$ cat config.mk
export PLATFORM = sky130hd
export DESIGN_NAME = nibble_serial_compare_flat
export DESIGN_NICKNAME = d
export VERILOG_FILES = /design/src/rtl/nibble_serial_compare_if.sv /design/src/rtl/nibble_serial_compare.sv /design/src/flat_wrapper.sv
export SDC_FILE = /design/constraint.sdc
export NUM_CORES = 1
export LEC_CHECK = 0
export CAP_MARGIN = 15
export CORE_MARGIN = 2
export CORE_UTILIZATION = 45
export DETAILED_ROUTE_END_ITERATION = 16
export DONT_BUFFER_PORTS = 1
export GPL_TIMING_DRIVEN = 0
export HOLD_SLACK_MARGIN = 0.12
export SLEW_MARGIN = 10
export SYNTH_ARGS = -nofsm -noshare
export SYNTH_HDL_FRONTEND = slang
export SYNTH_SLANG_ARGS = --single-unit
$ cat constraint.sdc
create_clock -name clk -period 3.57 [get_ports clk]
set_input_delay 0.5355 -clock clk [delete_from_list [all_inputs] [get_ports clk]]
set_output_delay 0.5355 -clock clk [all_outputs]
set_load 0.1 [all_outputs]
$ cat src/rtl/nibble_serial_compare_if.sv
// Signal bundle between the nibble sequencer, its requester and the HC85 stage.
interface nibble_serial_compare_if #(
    parameter int WIDTH = 16
);
    localparam int CNTW = $clog2(WIDTH / 4) + 1;

    logic             start;
    logic [WIDTH-1:0] a_in;
    logic [WIDTH-1:0] b_in;
    logic [3:0]       nib_a;
    logic [3:0]       nib_b;
    logic [2:0]       cmp_in;
    logic             busy;
    logic             done;
    logic [2:0]       result;
    logic             err;
    logic [CNTW-1:0]  nib_cnt;

    modport master (
        output start, a_in, b_in, cmp_in,
        input  nib_a, nib_b, busy, done, result, err, nib_cnt
    );

    modport slave (
        input  start, a_in, b_in, cmp_in,
        output nib_a, nib_b, busy, done, result, err, nib_cnt
    );
endinterface

$ cat src/rtl/nibble_serial_compare.sv
// Serial WIDTH-bit magnitude compare using one external 4-bit HC85 stage.
// Nibble pairs go out MSB first; the {gt,eq,lt} answer is folded into result.
//
// state  | meaning
// S_IDLE | waiting for start; result/err hold the last verdict
// S_RUN  | one nibble pair on nib_a/nib_b per clock, cmp_in sampled at the edge
// S_DONE | one-clock done pulse, then back to S_IDLE
module nibble_serial_compare #(
    parameter int WIDTH      = 16,
    parameter bit EARLY_EXIT = 1'b1
) (
    input logic                    clk,
    input logic                    rst_n,
    nibble_serial_compare_if.slave bus
);
    localparam int NNIB = WIDTH / 4;
    localparam int IDXW = (NNIB > 1) ? $clog2(NNIB) : 1;
    localparam int CNTW = $clog2(NNIB) + 1;

    localparam logic [2:0] CMP_GT = 3'b100;
    localparam logic [2:0] CMP_EQ = 3'b010;
    localparam logic [2:0] CMP_LT = 3'b001;

    typedef enum logic [1:0] {S_IDLE, S_RUN, S_DONE} state_t;

    state_t           state_q, state_d;
    logic [WIDTH-1:0] a_q, a_d;
    logic [WIDTH-1:0] b_q, b_d;
    logic [IDXW-1:0]  idx_q, idx_d;
    logic [CNTW-1:0]  cnt_q, cnt_d;
    logic [2:0]       result_q, result_d;
    logic             err_q, err_d;
    // First non-eq nibble verdict, kept when the scan continues past it.
    logic [2:0]       rec_q, rec_d;
    logic             rec_vld_q, rec_vld_d;

    logic             cmp_onehot;
    logic             cmp_neq;
    logic [3:0]       sel_a;
    logic [3:0]       sel_b;

    assign sel_a      = a_q[int'(idx_q) * 4 +: 4];
    assign sel_b      = b_q[int'(idx_q) * 4 +: 4];
    assign cmp_onehot = (bus.cmp_in == CMP_GT) || (bus.cmp_in == CMP_EQ) ||
                        (bus.cmp_in == CMP_LT);
    assign cmp_neq    = (bus.cmp_in != CMP_EQ);

    assign bus.nib_a   = (state_q == S_RUN) ? sel_a : 4'h0;
    assign bus.nib_b   = (state_q == S_RUN) ? sel_b : 4'h0;
    assign bus.busy    = (state_q == S_RUN);
    assign bus.done    = (state_q == S_DONE);
    assign bus.result  = result_q;
    assign bus.err     = err_q;
    assign bus.nib_cnt = cnt_q;

    // State and datapath registers; reset aborts any scan without a done pulse.
    always_ff @(posedge clk or negedge rst_n) begin
        if (!rst_n) begin
            state_q   <= S_IDLE;
            a_q       <= '0;
            b_q       <= '0;
            idx_q     <= '0;
            cnt_q     <= '0;
            result_q  <= 3'b000;
            err_q     <= 1'b0;
            rec_q     <= 3'b000;
            rec_vld_q <= 1'b0;
        end else begin
            state_q   <= state_d;
            a_q       <= a_d;
            b_q       <= b_d;
            idx_q     <= idx_d;
            cnt_q     <= cnt_d;
            result_q  <= result_d;
            err_q     <= err_d;
            rec_q     <= rec_d;
            rec_vld_q <= rec_vld_d;
        end
    end

    // Next-state and verdict folding; an invalid comparator code always ends the scan.
    always_comb begin
        state_d   = state_q;
        a_d       = a_q;
        b_d       = b_q;
        idx_d     = idx_q;
        cnt_d     = cnt_q;
        result_d  = result_q;
        err_d     = err_q;
        rec_d     = rec_q;
        rec_vld_d = rec_vld_q;
        case (state_q)
            S_IDLE: begin
                if (bus.start) begin
                    a_d       = bus.a_in;
                    b_d       = bus.b_in;
                    idx_d     = IDXW'(NNIB - 1);
                    cnt_d     = '0;
                    rec_vld_d = 1'b0;
                    state_d   = S_RUN;
                end
            end
            S_RUN: begin
                cnt_d = cnt_q + CNTW'(1);
                if (!cmp_onehot) begin
                    result_d = 3'b000;
                    err_d    = 1'b1;
                    state_d  = S_DONE;
                end else if (cmp_neq && EARLY_EXIT) begin
                    result_d = bus.cmp_in;
                    err_d    = 1'b0;
                    state_d  = S_DONE;
                end else begin
                    if (cmp_neq && !rec_vld_q) begin
                        rec_d     = bus.cmp_in;
                        rec_vld_d = 1'b1;
                    end
                    if (idx_q == '0) begin
                        result_d = rec_vld_q ? rec_q : bus.cmp_in;
                        err_d    = 1'b0;
                        state_d  = S_DONE;
                    end else begin
                        idx_d = idx_q - IDXW'(1);
                    end
                end
            end
            S_DONE: begin
                state_d = S_IDLE;
            end
            default: begin
                state_d = S_IDLE;
            end
        endcase
    end
endmodule
$ cat src/flat_wrapper.sv
// flat-port wrapper written by rule: the top's interface ports become plain ports
module nibble_serial_compare_flat 
#(
    parameter int WIDTH      = 16,
    parameter bit EARLY_EXIT = 1'b1
)
  (clk, rst_n, bus_start, bus_a_in, bus_b_in, bus_cmp_in, bus_nib_a, bus_nib_b, bus_busy, bus_done, bus_result, bus_err, bus_nib_cnt);
  nibble_serial_compare_if #(.WIDTH(WIDTH)) bus_i ();
  input logic clk;
  input logic rst_n;
  input wire logic [$bits(bus_i.start)-1:0] bus_start;
  input wire logic [$bits(bus_i.a_in)-1:0] bus_a_in;
  input wire logic [$bits(bus_i.b_in)-1:0] bus_b_in;
  input wire logic [$bits(bus_i.cmp_in)-1:0] bus_cmp_in;
  output wire logic [$bits(bus_i.nib_a)-1:0] bus_nib_a;
  output wire logic [$bits(bus_i.nib_b)-1:0] bus_nib_b;
  output wire logic [$bits(bus_i.busy)-1:0] bus_busy;
  output wire logic [$bits(bus_i.done)-1:0] bus_done;
  output wire logic [$bits(bus_i.result)-1:0] bus_result;
  output wire logic [$bits(bus_i.err)-1:0] bus_err;
  output wire logic [$bits(bus_i.nib_cnt)-1:0] bus_nib_cnt;
  assign bus_i.start = bus_start;
  assign bus_i.a_in = bus_a_in;
  assign bus_i.b_in = bus_b_in;
  assign bus_i.cmp_in = bus_cmp_in;
  assign bus_nib_a = bus_i.nib_a;
  assign bus_nib_b = bus_i.nib_b;
  assign bus_busy = bus_i.busy;
  assign bus_done = bus_i.done;
  assign bus_result = bus_i.result;
  assign bus_err = bus_i.err;
  assign bus_nib_cnt = bus_i.nib_cnt;
  nibble_serial_compare #(.WIDTH(WIDTH), .EARLY_EXIT(EARLY_EXIT)) u_core (.clk(clk), .rst_n(rst_n), .bus(bus_i));
endmodule
======== After elaboration in Yosys (flattened, before gate mapping) ========
Index checks and enable logic that the tools add are counted.
word-level totals
  flip-flop bits (word level) ............. 47
  input bits .............................. 38
  output and inout bits ................... 17
  logic and storage cells ................. 67
operators by class
  $add $sub $neg .......................... 2
  equality and inequality tests ........... 13
  shift-type cells ........................ 2
  multiplexer cells ....................... 26
  bitwise logic cells ..................... 1
  reductions and logical operators ........ 14
operator list
  cell                                                                     number
  16-bit by 5-bit variable part select with 4-bit output                   2
  2-bit 2-to-1 mux                                                         8
  3-bit 2-to-1 mux                                                         5
  5-bit AND reduction                                                      2
  4-bit 2-to-1 mux                                                         2
  2-bit case mux with 2 select lines                                       2
  2-bit AND reduction                                                      4
  1-bit 2-to-1 mux                                                         7
  2-bit inequality test, second input constant                             3
  3-bit case mux with 2 select lines                                       1
  2-bit zero test                                                          2
  2-bit by 1-bit inequality test with 1-bit output, second input constant  2
  4-bit inequality test, second input constant                             1
  4-bit AND reduction                                                      1
  3-bit by 1-bit adder with 3-bit output, second input constant            1
  3-bit by 1-bit equality test with 1-bit output, second input constant    1
  3-bit by 2-bit equality test with 1-bit output, second input constant    1
  3-bit equality test, second input constant                               1
  3-bit by 2-bit inequality test with 1-bit output, second input constant  1
  3-bit inequality test, second input constant                             1
  2-bit by 1-bit equality test with 1-bit output, second input constant    1
  2-bit equality test, second input constant                               1
  1-bit logical OR                                                         2
  1-bit case mux with 2 select lines                                       1
  5 further kinds                                                          5

======== Logic depth before layout (Yosys ltp) ========
  depth in word-level cells ............... 6
  gate-level depth with buffers ........... 6
  mapped depth without buffers ............ 5

======== Least setup slack after synthesis ========
No wires, ideal clock.
  kind .................................... register to output
  start point ............................. register u_core.state_q[1]
  end point ............................... output bus_nib_a[0]
  data arrival time ....................... 2139 ps
  required time ........................... 3034 ps
  slack ................................... 895 ps
  stages on the path, launching flop included .. 7
  buffers on the path ..................... 3
  cell sequence ........................... dfrtp_1 > buf_6 > nand2b_1 > clkbuf_2 > inv_1 > buf_2 > and2_1
on the way
  cells in the longest elaborated chain, start to end .. 2
ends and longest elaborated chain
  item                                            RTL line                     text
  from (decl)                                     nibble_serial_compare.sv:26  state_t state_q, state_d;
  from (signal assigned)                          nibble_serial_compare.sv:69  state_q <= state_d;
  2-bit by 1-bit equality test with 1-bit output  n/a
  via bus_busy                                    flat_wrapper.sv:17           output wire logic [$bits(bus_i.busy)-1:0] bus_busy;
  4-bit 2-to-1 mux                                nibble_serial_compare.sv:48  assign bus.nib_a = (state_q == S_RUN) ? sel_a : 4'h0;
  to (decl)                                       flat_wrapper.sv:15           output wire logic [$bits(bus_i.nib_a)-1:0] bus_nib_a;
The timed path passes the listed nets, and every way through them passes these cells.

======== Worst setup path in the final report ========
  start point ............................. register u_core.state_q[1]
  end point ............................... output bus_nib_b[0]
on the way
  cells in the longest elaborated chain, start to end .. 2
ends and longest elaborated chain
  item                                            RTL line                     text
  2-bit by 1-bit equality test with 1-bit output  n/a
  via bus_busy                                    flat_wrapper.sv:17
  4-bit 2-to-1 mux                                nibble_serial_compare.sv:49  assign bus.nib_b = (state_q == S_RUN) ? sel_b : 4'h0;
  to (decl)                                       flat_wrapper.sv:16           output wire logic [$bits(bus_i.nib_b)-1:0] bus_nib_b;
The timed path passes the listed nets, and every way through them passes these cells.

==> results.md <==
* Hold slack at 389.9 ps
* Top layer in use: met4
* Setup repair bufs after CTS at 0
* Most numerous cell in the Yosys netlist: dfrtp_1
* Placeable Area at 0.005042 sq mm
* Slew margin rel. at 0.3550
* Placed insts at 226
* First-pass iteration count of the detailed router at 4
* Num rows at 26
* Die Wd at 75.70 um
* Sequential share of power at 0.490
* Most frequent cells after synthesis: 47 x dfrtp_1, 29 x mux2_4, 8 x and2_1, 8 x mux4_2, 6 x inv_1
* Max FO, Critical Path at 10
* Clk pwr share at 0.179
* Synthesized cell area at approximately 0.0023 sq mm
* Routed Antenna Nets at 0
* Die Y at 75.70 um
* Post-synth top area share at 0.5084
* Critical Path AT at between 2000 and 3000 ps
* Skew final at 4.453 ps
* Hold Startpoint: bus_a_in[3]
* Met3 wire length at 275 um
* Clock buffer count from CTS at 5
* Final WL at 4.423 mm
* Syn avg cell area at 14.83 sq um
* Total GRT Usage at 0.1678
* Total power at 1.898 mW
* Peak Freq at 313.4 MHz
* Share of layout cells above drive strength 1 at 0.3735
* Die Area at 0.005730 sq mm
* Number of global-route vias before repair at 1419
* Yosys cell types at 37
* Final WS setup at 379.0 ps
* WHS Path Cells at 1
* CTS tree: yes
* Remaining global-route overflow at 0
* Placed Area at 0.002401 sq mm
* I/O Buffers at 0
* Status: completed
* R2R depth at 6
* Slew @ Worst Pin at 974.3 ps
* Initial antenna violation count at 0
* Top_reg_cell synth: dfrtp_1
* WL met2 at 2.235 mm
* Worst R2R Start: u_core.idx_q[1]$_DFFE_PN0P_
* Synthesis-stage register bit count at 47
* Pwr per Cell Area at 747.7 mW/mm^2
* Worst hold path type: in -> reg
* # nets final at just over 200
* Sw Share at 0.3922
* Reg2reg end: u_core.idx_q[1]$_DFFE_PN0P_
* Hold Crit Endpoint: u_core.a_q[3]$_DFFE_PN0P_
* Endpoints failing setup at 0
* Clock Path Buffers at 2
* 1st-iter DRT viols at 41
* First-pass GRT wire length at approximately 7.0 mm
* Area grow syn2layout at 9.735%
* Post-synth net total at 196
* Post-cts resize count at 0
* Post-synth ARST share at 1.000
* Met1 Routed Length at 1.876 mm
* Area contributors post-synth: dfrtp_1 51%, mux2_4 19%, mux4_2 7.8%
* Internal power at approximately 1.2 mW
* Comb power frac at 0.331
* Startpoint type of the worst setup path: flip-flop
* Final Non-Filler Cells at roughly 240
* Clock root cell: clkbuf_8
* Vias per Instance at 5.407
* Critical Path RT at 3030 ps
* Critical path class: reg -> out
* Clock latency at the later pin of the worst-skew pair at 280 ps
* Post-route cell area at 0.002539 sq mm
* Setup TNS at 0 ps
* Final slew viol count at 0
* Initial Util at 0.4588
* Syn Inst Count at 156
* Final design utilization at 0.5035
* Post-synth EDFFs at 0
* Worst setup EP type: output pin
* Post-synthesis sequential area ratio at 0.5084
* Pleak at 1.147 nW
* Leading area contributor after synthesis: dfrtp_1
* Clock-pin slew on the worst setup and hold paths at about 80 ps
* Io pins at 55
* Max-cap check violation count at 0
* DP HPWL at 3.121 mm
* Via Count at ~1300
* CTS Sinks at 47
* Hold-fix buffers, CTS at 2
* Largest net degree at the start of global routing at 48
* RSZ-0062 raised after global routing: no
* NetSw at between 0.7 and 0.8 mW
* DR WL/cell at roughly 19 um
* Tmin final at 3191 ps
* Final GP Congestion at about 0.75
* Tcrit/Tclk final at 0.8938
* Flop2flop setup slack at between 1500 and 2000 ps
* DRC viols at 0
* Htree depth at 2
* Peak VDD IR at 0.3380 mV
* Pre-CTS setup slack at 678.5 ps
* Synth warnings at 0
* Final Hold Fails at 0
* # diodes at 0
cells by family (layout without fill, tap and decap cells):
group                    after synthesis  count (layout)  share of synthesized area
XOR/XNOR                               1               1                   0.003787
multiplexers                          42              42                     0.2899
adder cells (fa/ha/maj)                2               2                    0.01081
AND/OR/NAND/NOR                       27              27                    0.08167
buffers and inverters                 18              28                    0.04813
flip-flops                            47              47                     0.5084
AO/OA/AOI/OAI                         19              19                    0.05733
sequential cells by signal, indices dropped and copies added (netlist names):
name,cells
u_core.b_q,16
u_core.a_q,16
u_core.state_q,2
u_core.bus.err,1
u_core.bus.nib_cnt,3
u_core.rec_q,3
u_core.idx_q,2
u_core.bus.result,3
u_core.rec_vld_q,1
power by group through the flow:
stage	logic (mW)	clock network, mW	registers (mW)
floorplan	0.563	0	0.911
global placement	0.607	0	0.935
detailed placement	0.618	0	0.942
CTS	0.637	0.356	0.932
global route	0.672	0.378	0.952
finish	0.628	0.340	0.930
how the worst max path moves through the flow:
stage                     cells past startpoint                     startpoint      endpoint
after floorplan                               6  u_core.state_q[1]$_DFFE_PN0P_  bus_nib_a[0]
after global placement                        6  u_core.state_q[1]$_DFFE_PN0P_  bus_nib_b[1]
after detailed placement                      6  u_core.state_q[1]$_DFFE_PN0P_  bus_nib_b[0]
after CTS                                     6  u_core.state_q[1]$_DFFE_PN0P_  bus_nib_b[0]
after global routing                          6  u_core.state_q[1]$_DFFE_PN0P_  bus_nib_b[3]
final                                         6  u_core.state_q[1]$_DFFE_PN0P_  bus_nib_b[0]
final cells by class:
cell class	count	area [sq um]
plain buffers	12	88.84
clock buffers	8	100.1
fillers	440	2504
inverters	6	22.52
multi-input cells	91	1026
flip-flops and latches	47	1176
well taps	70	87.58
repair buffers	2	37.54
cells in the final DEF, fill, tap and decap left out, types with 3 or more instances in the layout:
master | synthesis | final
buf_6 | 5 | 5
mux4_2 | 8 | 8
and2_1 | 8 | 8
mux2_2 | 4 | 4
nor3_1 | 3 | 3
clkbuf_8 | 0 | 7
nor2_1 | 4 | 4
mux2_4 | 29 | 29
clkbuf_1 | 4 | 5
dfrtp_1 | 47 | 47
inv_1 | 6 | 6
o21ai_0 | 4 | 4
worst max-delay path: stages (launching register included):
cell	delay, ps
dfrtp_1	390
buf_6	140
nand2b_1	130
clkbuf_2	170
inv_1	110
buf_2	550
and2_1	880
layer usage:
| layer | up-vias | global-route usage |
|---|---|---|
| li1 | 575 | - |
| met1 | 660 | 0.2201 |
| met2 | 37 | 0.2715 |
| met3 | 4 | 0.05159 |
| met4 | 0 | 0.04678 |
| met5 | - | 0 |
(Power assumes the default switching activity.)
